==> src/rtl/glb_bank_sram_ctrl_pkg.sv <==
// Global-buffer bank shared constants and SRAM command encoding.
// Latency: n/a (declarations only).
// Backpressure: n/a.
package glb_bank_sram_ctrl_pkg;

  localparam int GLB_DATA_WIDTH        = 64;
  localparam int GLB_ADDR_WIDTH        = 14;
  localparam int GLB_SRAM_READ_LATENCY = 3;

  typedef enum logic [1:0] {
    SRAM_IDLE = 2'd0,
    SRAM_RD   = 2'd1,
    SRAM_WR   = 2'd2
  } sram_cmd_e;

endpackage

==> src/rtl/glb_bank_sram_ctrl_rsp_fifo.sv <==
// Read-response FIFO for a global-buffer bank, modulo-DEPTH pointers.
// Latency: push visible at head one cycle later (no bypass).
// Backpressure: push ignored when full, pop ignored when empty.
module glb_bank_rsp_fifo #(
  parameter int WIDTH = 64,
  parameter int DEPTH = 5,
  parameter int CNT_W = $clog2(DEPTH + 1)
) (
  input  logic             CLK,
  input  logic             RSTB,
  input  logic             push,
  input  logic [WIDTH-1:0] push_dat,
  input  logic             pop,
  output logic [WIDTH-1:0] head_dat,
  output logic             full,
  output logic             empty,
  output logic [CNT_W-1:0] count
);
  localparam int PTR_W = (DEPTH > 1) ? $clog2(DEPTH) : 1;

  logic [WIDTH-1:0] mem [DEPTH];
  logic [PTR_W-1:0] wr_ptr;
  logic [PTR_W-1:0] rd_ptr;
  logic             do_push;
  logic             do_pop;

  function automatic logic [PTR_W-1:0] ptr_inc(input logic [PTR_W-1:0] p);
    return (p == PTR_W'(DEPTH - 1)) ? '0 : p + PTR_W'(1);
  endfunction

  assign empty    = (count == '0);
  assign full     = (count == CNT_W'(DEPTH));
  assign do_push  = push & ~full;
  assign do_pop   = pop & ~empty;
  assign head_dat = mem[rd_ptr];

  always_ff @(posedge CLK or negedge RSTB) begin
    if (!RSTB) begin
      wr_ptr <= '0;
      rd_ptr <= '0;
      count  <= '0;
      for (int i = 0; i < DEPTH; i++) mem[i] <= '0;
    end else begin
      if (do_push) begin
        mem[wr_ptr] <= push_dat;
        wr_ptr      <= ptr_inc(wr_ptr);
      end
      if (do_pop) rd_ptr <= ptr_inc(rd_ptr);
      count <= count + CNT_W'(do_push) - CNT_W'(do_pop);
    end
  end

endmodule

==> src/rtl/glb_bank_sram_ctrl.sv <==
// Global-buffer bank controller: valid/ready requests to a registered single-port SRAM.
// Latency: read data on rsp_* READ_LATENCY+2 cycles after acceptance; writes silent.
// Backpressure: credit counter holds req_ready low while the response FIFO could overflow.
module glb_bank_sram_ctrl
  import glb_bank_sram_ctrl_pkg::*;
#(
  parameter int DATA_WIDTH   = GLB_DATA_WIDTH,
  parameter int ADDR_WIDTH   = GLB_ADDR_WIDTH,
  parameter int READ_LATENCY = GLB_SRAM_READ_LATENCY
) (
  input  logic                    CLK,
  input  logic                    RSTB,
  input  logic                    req_valid,
  output logic                    req_ready,
  input  logic                    req_wr,
  input  logic [ADDR_WIDTH-1:0]   req_addr,
  input  logic [DATA_WIDTH-1:0]   req_wdata,
  input  logic [DATA_WIDTH/8-1:0] req_wstrb,
  output logic                    rsp_valid,
  input  logic                    rsp_ready,
  output logic [DATA_WIDTH-1:0]   rsp_data,
  output logic                    sram_ceb,
  output logic                    sram_web,
  output logic [ADDR_WIDTH-1:0]   sram_a,
  output logic [DATA_WIDTH-1:0]   sram_d,
  output logic [DATA_WIDTH-1:0]   sram_bweb,
  input  logic [DATA_WIDTH-1:0]   sram_q
);
  localparam int FIFO_DEPTH = READ_LATENCY + 2;
  localparam int CNT_W      = $clog2(FIFO_DEPTH + 1);

  sram_cmd_e               cmd;
  logic [DATA_WIDTH-1:0]   wr_bweb;
  logic                    rd_issued;
  logic [READ_LATENCY-1:0] rd_pipe;
  logic                    q_vld;
  logic                    rsp_pop;
  logic                    fifo_full;
  logic                    fifo_empty;
  logic [CNT_W-1:0]        fifo_count;
  logic [CNT_W-1:0]        outstanding;
  logic                    unused_fifo_status;

  assign req_ready = (outstanding < CNT_W'(FIFO_DEPTH));
  assign rsp_valid = ~fifo_empty;
  assign rsp_pop   = rsp_valid & rsp_ready;
  assign rd_issued = ~sram_ceb & sram_web;
  assign unused_fifo_status = fifo_full ^ (^fifo_count);

  always_comb begin
    cmd = SRAM_IDLE;
    if (req_valid && req_ready) cmd = req_wr ? SRAM_WR : SRAM_RD;
  end

  always_comb begin
    wr_bweb = '1;
    for (int i = 0; i < DATA_WIDTH; i++) wr_bweb[i] = ~req_wstrb[i/8];
  end

  // Address and write data hold when idle so the SRAM pins only toggle on real accesses.
  always_ff @(posedge CLK or negedge RSTB) begin
    if (!RSTB) begin
      sram_ceb  <= 1'b1;
      sram_web  <= 1'b1;
      sram_bweb <= '1;
      sram_a    <= '0;
      sram_d    <= '0;
    end else begin
      case (cmd)
        SRAM_WR: begin
          sram_ceb  <= 1'b0;
          sram_web  <= 1'b0;
          sram_a    <= req_addr;
          sram_d    <= req_wdata;
          sram_bweb <= wr_bweb;
        end
        SRAM_RD: begin
          sram_ceb  <= 1'b0;
          sram_web  <= 1'b1;
          sram_a    <= req_addr;
          sram_bweb <= '1;
        end
        default: begin
          sram_ceb  <= 1'b1;
          sram_web  <= 1'b1;
          sram_bweb <= '1;
        end
      endcase
    end
  end

  // rd_pipe follows the SRAM's internal latency; q_vld marks the cycle sram_q is stable.
  always_ff @(posedge CLK or negedge RSTB) begin
    if (!RSTB) begin
      rd_pipe <= '0;
      q_vld   <= 1'b0;
    end else begin
      rd_pipe <= (rd_pipe << 1) | READ_LATENCY'(rd_issued);
      q_vld   <= rd_pipe[READ_LATENCY-1];
    end
  end

  always_ff @(posedge CLK or negedge RSTB) begin
    if (!RSTB) begin
      outstanding <= '0;
    end else if ((cmd == SRAM_RD) && !rsp_pop) begin
      outstanding <= outstanding + CNT_W'(1);
    end else if ((cmd != SRAM_RD) && rsp_pop) begin
      outstanding <= outstanding - CNT_W'(1);
    end
  end

  glb_bank_rsp_fifo #(
    .WIDTH (DATA_WIDTH),
    .DEPTH (FIFO_DEPTH),
    .CNT_W (CNT_W)
  ) u_rsp_fifo (
    .CLK      (CLK),
    .RSTB     (RSTB),
    .push     (q_vld),
    .push_dat (sram_q),
    .pop      (rsp_pop),
    .head_dat (rsp_data),
    .full     (fifo_full),
    .empty    (fifo_empty),
    .count    (fifo_count)
  );

endmodule

==> config.mk <==
export PLATFORM = sky130hd
export DESIGN_NAME = glb_bank_sram_ctrl
export DESIGN_NICKNAME = d
export VERILOG_FILES = /design/src/rtl/glb_bank_sram_ctrl_pkg.sv /design/src/rtl/glb_bank_sram_ctrl_rsp_fifo.sv /design/src/rtl/glb_bank_sram_ctrl.sv
export SDC_FILE = /design/constraint.sdc
export NUM_CORES = 1
export LEC_CHECK = 0
export ABC_AREA = 1
export ABC_CLOCK_PERIOD_IN_PS = 5350
export CAP_MARGIN = 20
export CORE_UTILIZATION = 55
export CTS_CLUSTER_DIAMETER = 80
export CTS_CLUSTER_SIZE = 30
export DETAILED_ROUTE_END_ITERATION = 10
export GPL_TIMING_DRIVEN = 0
export PLACE_DENSITY = 0.93
export SLEW_MARGIN = 20
export SYNTH_ARGS = -nofsm -noshare
export SYNTH_HDL_FRONTEND = slang
export SYNTH_SLANG_ARGS = --single-unit
==> constraint.sdc <==
create_clock -name CLK -period 5.35 [get_ports CLK]
set_clock_uncertainty 0.05 [all_clocks]
set_input_delay 1.07 -clock CLK [delete_from_list [all_inputs] [get_ports CLK]]
set_output_delay 1.07 -clock CLK [all_outputs]
set_load 0.1 [all_outputs]
==> qor.yml <==
routing:
  viasPerCell: 5.914
  remaining_drc_errors: 0
  ant_nets: 0
  first_pass_iters: 6
  routedWlPerCell_um: 19.18
  wirelength_um: 69640
  drtIter0Drc: 2636
  vias: 21470
global_routing:
  antenna_found_initial: 3
  track_usage_pct: 34.39
  overflow: 0
  grt_pass1_vias: 21050
  grt_max_degree: 98
  grt_pass1_wl_um: 111200
clock_tree:
  cts_setup_buffers: 0
  cts_tree: "built"
  insertion_delay_ns: 0.59
  ctsHtreeMaxLevel: 1
  path_clk_slew_ns: 0.12
  cts.path.max_buffers: 3
  cts_buffers: 20
  post_cts_resized: 0
  cts.sinks: 424
  holdBufCountCts: 0
  clock-root-buffer: "clkbuf_16"
die:
  initial_core_util_pct: 55.94
  core_mm2: 0.03874
  die_w_um: 200.5
  core.rowCount: 72
  die_h_um: 200.5
  die_area_mm2: 0.04020
  ios: 365
timing:
  slew_headroom_pct: 29.45
  period_share_pct: 89.81
  finalSetupViolCount: 0
  fin_ws_ns: 0.5454
  hold_violations: 0
  fin_crit_ns: 4.805
  rsz0062_at_grt: "false"
  timing.fmax_mhz: 208.1
  tightest_slew_ns: 1.055
  slew_violations: 0
cells_and_area:
  drive_gt1_share_pct: 9.003
  area_growth_pct: 23.54
  nets: 3260
synth:
  yosys.cell_count.top_type: "nand2_1"
  ys_top_cells_by_count: "nand2_1, dfrtp_1, nand4_1, nand3_1, inv_1"
  synth_top_area_share_pct: 47.81
  synth_area_leaders: "dfrtp_1, nand2_1, nand4_1"
  synth-main-ff-cell: "dfrtp_1"
  yosysUniqueCellTypes: 28
  synth_area_mm2: 0.02167
  syn-num-nets: 2871
  synth_edf_count: 0
  yosysSeqAreaShare_pct: 49.02
  ys_ff_latch: 424
  yosys_warnings: 0
  avgSynthCellArea_um2: 8.005
  yosysTopAreaCell: "dfrtp_1"
  synthCells: 2707
  synthArstFlopShare_pct: 100.0
critical_path:
  worstSetupPathType: "reg2out"
  cp_slowest_stage_delay_ns: 1.19
  cp-end-kind: "output pin"
  worst_setup_path_start_kind: "register"
  crit_fanout: 10
  path_buf_inv: 2
  arrival_ns: 3.68
  critical_path.top_delay_family: "buffers and inverters"
  crit_path_cell_trace: "nor3_4 > buf_2 > nand2_1 > nand2_1 > clkdlybuf4s50_1"
  cp_common_cell: "nand2_1"
  slowest_stage: "clkdlybuf4s50_1"
  cp_data_required_time_ns: 4.23
place:
  gp_congestion: 0.9563
  dp_slack_ns: 1.153
  hpwl_um: 50380
  port_buffers: 363
run_status:
  status: "finished, final reports clean"
run:
  drv_cap: 0
min_path:
  hp-class: "reg2reg"
-- logic make-up after synthesis --
kind of cell,synth area share (%)
AOI/OAI and AO/OA,4.567
xor gates and xnor gates,0.2425
adders and majority gates,0.5889
buffers and inverters,10.21
DFF,49.02
and+or+nand+nor,35.37
-- sequential cells by signal, summed over array words and instances (netlist names) --
name               count
u_rsp_fifo.mem       320
sram_d                64
sram_a                14
sram_bweb              8
outstanding            3
rd_pipe                3
u_rsp_fifo.count       3
u_rsp_fifo.rd_ptr      3
u_rsp_fifo.wr_ptr      3
q_vld                  1
sram_ceb               1
sram_web               1
-- metrics by stage --
stage	utilization (%)	instances	TNS, ns	cell area, µm²	hold slack, ns
after detailed placement	67.29	3592	0	26070	0.2878
after global routing	69.10	3629	0	26770	0.3195
after global placement	66.99	3588	-6329.47	25950	0.2852
after CTS	69.10	3628	0	26770	0.3110
after floorplan	-	2707	0	21670	0.2812
final	69.11	3630	0	26770	0.3131
-- layout by cell type (no fill, tap or decap), drive strengths merged --
master,instances
nand4,385
xor2,1
clkbuf,82
diode,2
nand2,1085
dfstp,10
clkinvlp,1
dfrtp,414
nor2,9
clkinv,5
o21ai,5
nand3,215
clkdlybuf4s50,362
fa,2
ha,7
buf,241
xnor2,5
o21bai,128
nor3,1
bufinv,2
inv,150
-- per-layer routing --
metal	vias to the layer above	GRT usage [%]	part of all wire [%]
met2	1494	57.95	48
met1	10030	41.52	35
met3	265	8.133	12
met5	-	0	0.019
li1	9672	-	-
met4	2	16.74	5.3
-- layout make-up --
type	instances	area (µm²)
Clock buffer	25	529.3
Buffer	293	1660
Inverter	147	551.8
Clock inverter	11	170.2
Sequential cell	424	10620
Tap cell	518	648.1
Multi-Input combinational cell	1843	8835
Timing Repair Buffer	367	3749
Antenna cell	2	5.005
Fill cell	2962	11970
-- path summary, 6_finish.rpt --
| kind | slack, ns | depth (start not counted) | startpoint | end |
|---|---|---|---|---|
| setup / recovery | 0.55 | 5 | u_rsp_fifo.rd_ptr[1] | rsp_data[62] |
| hold / removal | 0.31 | 0 | rd_pipe[0] | rd_pipe[1] |
| setup reg to reg | 2.63 | 10 | outstanding[1] | outstanding[2] |
| hold reg to reg | 0.31 | 0 | rd_pipe[0] | rd_pipe[1] |
| max in group asynchronous | 3.56 | 3 | RSTB | u_rsp_fifo.mem[113] |
| min in group asynchronous | 0.38 | 1 | RSTB | sram_d[9] |
Power is not shown: default switching activity piles up to over one toggle a cycle in this logic, so the estimate is an artifact.
==> patch 1 (same flow settings) <==
The package constant `GLB_ADDR_WIDTH` goes from 14 to 15.
--- a/src/rtl/glb_bank_sram_ctrl_pkg.sv
+++ b/src/rtl/glb_bank_sram_ctrl_pkg.sv
@@ -4,7 +4,7 @@
 package glb_bank_sram_ctrl_pkg;
 
   localparam int GLB_DATA_WIDTH        = 64;
-  localparam int GLB_ADDR_WIDTH        = 14;
+  localparam int GLB_ADDR_WIDTH        = 15;
   localparam int GLB_SRAM_READ_LATENCY = 3;
 
   typedef enum logic [1:0] {
Ports: changed (resized req_addr and sram_a); port bits go from 365 to 367. The function was not compared with the original's and may differ.
==> patch 1 against the unedited design <==
  * Design area decreased by 0.26%
  * Sequential cell count up 1
  * Area after synthesis is 0.49% lower
  * Setup slack worse by 0.054 ns
  * Highest routed layer unchanged
  * Wire length grew 2.4%
  * Critical path depth is the same
  * First-iteration DRC count down 11%
Power is not shown: default switching activity piles up to over one toggle a cycle in this logic, so the estimate is an artifact.
==> patch 1: results (changes against the unedited design) <==
CP arrival -> 3.74 ns (was 3.68 ns)
DR pass1 iterations -> 6 (unchanged)
Port Buffers -> 365 (was 363)
CTS max path bufs -> 3 (unchanged)
Synth area leaders -> dfrtp_1, nand2_1, nand4_1 (unchanged)
Nets -> 3,268 (was 3,260)
delay-heaviest family, CP -> buffers and inverters (unchanged)
sequential element share of the synthesized area -> 49.4% (was 49.0%)
asr flop ratio synth -> 100% (unchanged)
H-tree Lvls -> 1 (unchanged)
Warnings, synthesis -> 0 (unchanged)
CTS clk-pin slew, worst paths -> 0.09 ns (was 0.12 ns)
share of layout cells above drive strength 1 -> 8.41% (was 9.00%)
cts repair resizes -> 0 (unchanged)
FILL cells -> 2,879 (was 2,962)
via-per-instance ratio -> 5.96 (was 5.91)
final HPWL from detailed placement -> 51,600 µm (was 50,400 µm)
Yosys cell types -> 24 (was 28)
number of DRC markers in iteration 0 -> 2,345 (was 2,636)
CP peak stage delay -> 1.22 ns (was 1.19 ns)
Post-Route WL -> 71,300 µm (was 69,600 µm)
Num CTS Buffers -> 21 (was 20)
CTS root buf -> clkbuf_16 (unchanged)
top_reg_cell synth -> dfrtp_1 (unchanged)
largest net degree at the start of global routing -> 100 (was 98)
path type of the worst min-delay path -> flip-flop to flip-flop (unchanged)
Setup-failing EPs final -> 0 (unchanged)
Clock Latency Late Sink -> 0.56 ns (was 0.59 ns)
Routability Congestion -> 0.947 (was 0.956)
CP Max Fanout -> 11 (was 10)
initial antenna violation count -> 9 (was 3)
biggest regs -> u_rsp_fifo.mem: 320 flops, sram_d: 64 flops, sram_a: 15 flops (was u_rsp_fifo.mem: 320 flops, sram_d: 64 flops, sram_a: 14 flops)
net count after synthesis -> 2,876 (was 2,871)
first-pass GRT wire length -> 110,000 µm (was 111,000 µm)
worst slew pin tran -> 1.14 ns (was 1.05 ns)
global-route usage over all layers -> 35.4% (was 34.4%)
outcome -> finished clean (unchanged)
Post-synth top cells -> nand2_1, dfrtp_1, nand4_1 (unchanged)
vias in the first global route -> 20,800 (was 21,100)
slowest CP cell -> clkdlybuf4s50_1 (unchanged)
post-CTS setup repair buffer count -> 0 (unchanged)
## patch 1: per-layer routing
layer	global-route usage [%]	vias up	share of wire (%)
li1	-	9698	-
met1	41.3	10200	34
met2	58.7	1498	48
met3	8.59	292	11
met4	22.3	4	6.6
met5	0.864	-	0.081
## patch 1: cell families after synthesis
| kind of cell | synth area share [%] |
|---|---|
| XOR/XNOR | 0.244 |
| AND/OR/NAND/NOR | 35.5 |
| adder cells (fa/ha/maj) | 0.592 |
| flip-flops | 49.4 |
| buffers and inverters | 9.65 |
| AO/OA/AOI/OAI | 4.59 |
## patch 1: final timing paths
check | start | to | slack (ns) | depth (start not counted)
max | u_rsp_fifo.rd_ptr[0] | rsp_data[54] | 0.49 | 5
min | rd_pipe[2] | q_vld | 0.31 | 0
max reg2reg | outstanding[1] | outstanding[2] | 2.60 | 10
min reg2reg | rd_pipe[2] | q_vld | 0.31 | 0
max in group asynchronous | RSTB | sram_bweb[15] | 3.51 | 3
min in group asynchronous | RSTB | u_rsp_fifo.mem[15] | 0.42 | 1
## patch 1: per-stage QoR
step / hold WS (ns) / setup slack [ns] / std cells / cell area (µm²)
2_1_floorplan: 0.281 / 2.50 / 2711 / 21600
3_3_place_gp: 0.289 / -15.07 / 3594 / 25900
3_5_place_dp: 0.292 / 1.19 / 3598 / 26000
4_1_cts: 0.315 / 0.559 / 3635 / 26700
5_1_grt: 0.322 / 0.485 / 3640 / 26700
6_report: 0.310 / 0.492 / 3642 / 26700
## patch 1: layout make-up
class	instances	share of cell area, %
inverter	147	2.07
buffer	293	5.73
timing repair buffer	369	14.1
antenna	7	0.0656
tap	518	2.43
sequential	425	39.9
clock buffer	24	2.01
multi-input combinational	1846	33.1
clock inverter	13	0.623
==> patch 2 (config.mk and constraints unchanged) <==
Made on the original files. Make the reset (`RSTB`) synchronous in 4 clocked blocks.
--- a/src/rtl/glb_bank_sram_ctrl_rsp_fifo.sv
+++ b/src/rtl/glb_bank_sram_ctrl_rsp_fifo.sv
@@ -34,7 +34,7 @@
   assign do_pop   = pop & ~empty;
   assign head_dat = mem[rd_ptr];
 
-  always_ff @(posedge CLK or negedge RSTB) begin
+  always_ff @(posedge CLK) begin
     if (!RSTB) begin
       wr_ptr <= '0;
       rd_ptr <= '0;
--- a/src/rtl/glb_bank_sram_ctrl.sv
+++ b/src/rtl/glb_bank_sram_ctrl.sv
@@ -58,7 +58,7 @@
   end
 
   // Address and write data hold when idle so the SRAM pins only toggle on real accesses.
-  always_ff @(posedge CLK or negedge RSTB) begin
+  always_ff @(posedge CLK) begin
     if (!RSTB) begin
       sram_ceb  <= 1'b1;
       sram_web  <= 1'b1;
@@ -90,7 +90,7 @@
   end
 
   // rd_pipe follows the SRAM's internal latency; q_vld marks the cycle sram_q is stable.
-  always_ff @(posedge CLK or negedge RSTB) begin
+  always_ff @(posedge CLK) begin
     if (!RSTB) begin
       rd_pipe <= '0;
       q_vld   <= 1'b0;
@@ -100,7 +100,7 @@
     end
   end
 
-  always_ff @(posedge CLK or negedge RSTB) begin
+  always_ff @(posedge CLK) begin
     if (!RSTB) begin
       outstanding <= '0;
     end else if ((cmd == SRAM_RD) && !rsp_pop) begin
Function: differs if RSTB is asserted again (counterexample within 4 cycles, from zero or initial values and one cycle with RSTB low); with RSTB held inactive, the same outputs for 4 cycles.
==> patch 2 against the unedited design <==
  * The flow now finishes with violations (DRC, setup timing)
  * Design area is 21% higher
  * Global-route usage shrank 0.85 points
  * Sequential cell count is 195 higher
  * Setup slack lost 0.55 ns
  * Area after synthesis rose by 23%
  * Wire length is 21% higher
  * Utilization down 1.1 points
  * Highest routed layer is now met4
==> patch 2: results (changes against the unedited design) <==
Post-Route WL -> 83,900 µm (was 69,600 µm)
biggest regs -> u_rsp_fifo.mem: 512 flops, sram_d: 64 flops, sram_a: 14 flops (was u_rsp_fifo.mem: 320 flops, sram_d: 64 flops, sram_a: 14 flops)
slowest CP cell -> clkdlybuf4s50_1 (unchanged)
cts repair resizes -> 0 (unchanged)
final core occ -> 68.0% (was 69.1%)
Nets -> 3,282 (was 3,260)
Setup-failing EPs final -> 1 (was 0)
area post-placement -> 0.0315 mm² (was 0.0261 mm²)
DR pass1 iterations -> 10 (was 6)
Num CTS Buffers -> 28 (was 20)
CTS clk-pin slew, worst paths -> 0.12 ns (about the same)
via-per-instance ratio -> 5.93 (was 5.91)
first-pass GRT wire length -> 125,000 µm (was 111,000 µm)
path type of the worst min-delay path -> flip-flop to flip-flop (unchanged)
Post-route DRC -> 1 (was 0)
vias in the first global route -> 22,200 (was 21,100)
global-route usage over all layers -> 33.5% (was 34.4%)
Synth area leaders -> edfxtp_1, nand2_1, dfxtp_1 (was dfrtp_1, nand2_1, nand4_1)
number of DRC markers in iteration 0 -> 3,379 (was 2,636)
final HPWL from detailed placement -> 58,100 µm (was 50,400 µm)
CTS max path bufs -> 3 (unchanged)
Net Sw Frac -> 44.5%
net count after synthesis -> 2,862 (was 2,871)
initial antenna violation count -> 2 (was 3)
outcome -> complete, but fails checks (was finished clean)
Comb power -> 6.05 mW
CP arrival -> 4.23 ns (was 3.68 ns)
asr flop ratio synth -> 0% (was 100%)
delay-heaviest family, CP -> buffers and inverters (unchanged)
Yosys cell types -> 22 (was 28)
Warnings, synthesis -> 0 (unchanged)
clock-net power -> 2.81 mW
CP Max Fanout -> 10 (unchanged)
Slew HR -> 21.0% (was 29.5%)
Startpoint Class -> flip-flop (unchanged)
FILL cells -> 3,204 (was 2,962)
maximum vdd drop -> 355 µV
failing checks -> DRC, setup timing
post-CTS setup repair buffer count -> 0 (unchanged)
share of layout cells above drive strength 1 -> 7.32% (was 9.00%)
setup ws final -> -0.00225 ns (was 0.545 ns)
sequential element share of the synthesized area -> 65.8% (was 49.0%)
Post-synth top cells -> nand2_1, nor2_1, edfxtp_1 (was nand2_1, dfrtp_1, nand4_1)
largest net degree at the start of global routing -> 48 (was 98)
Routability Congestion -> 0.998 (was 0.956)
Post-synth EDFFs -> 512 (was 0)
Clock Latency Late Sink -> 0.63 ns (was 0.59 ns)
H-tree Lvls -> 1 (unchanged)
Port Buffers -> 363 (unchanged)
patch 2: changes by cell type after synthesis, moves of 220 or more:
| cell | change |
|---|---|
| nor2_1 | +560 |
| edfxtp_1 | +512 |
| nand2_1 | -469 |
| dfrtp_1 | -414 |
| nand4_1 | -321 |
| o21ai_0 | +220 |
patch 2: final cells by class:
type                    count  share of cell area, %
clock inverters            18                  0.698
clock buffers              34                   2.36
repair buffers            390                   12.4
flip-flops and latches    619                   54.0
multi-input cells        1744                   23.1
well taps                 615                   2.37
plain buffers             244                   4.12
inverters                  91                   1.05
diodes                      3                 0.0231
patch 2: metal layers:
metal	routed length (µm)	GRT usage (%)	vias to the layer above	part of all wire [%]
li1	-	-	9816	-
met1	26100	36.3	10200	31
met2	41300	58.2	1839	49
met3	10600	9.25	454	13
met4	5880	21.1	0	7.0
met5	0	0	-	0
patch 2: path summary, 6_finish.rpt:
check,start,endpoint,slack [ns],cells past startpoint
hold reg to reg,sram_ceb,rd_pipe[0],0.37,1
hold / removal,sram_ceb,rd_pipe[0],0.37,1
setup reg to reg,u_rsp_fifo.count[1],u_rsp_fifo.mem[7][34],2.09,12
setup / recovery,flip-flop,rsp_data[13],-0.002,5
patch 2: metrics by stage:
stage / cells / setup TNS (ns) / setup WS [ns]
2_1_floorplan: 2698 / -218.24 / -1.12
3_3_place_gp: 3676 / -1137.29 / -4.56
3_5_place_dp: 3703 / 0 / 0.912
4_1_cts: 3755 / 0 / 0.129
5_1_grt: 3757 / 0 / 0.0555
6_report: 3758 / -0.00225 / -0.00225
patch 2: kinds of logic after synthesis:
kind of cell    count (synthesis)  synth area share [%]
buf+inv                       335                  6.31
fa+ha+maj                       9                 0.479
compound gates                282                  5.30
simple gates                 1452                  22.1
flops                         619                  65.8
xor+xnor                        1                0.0329
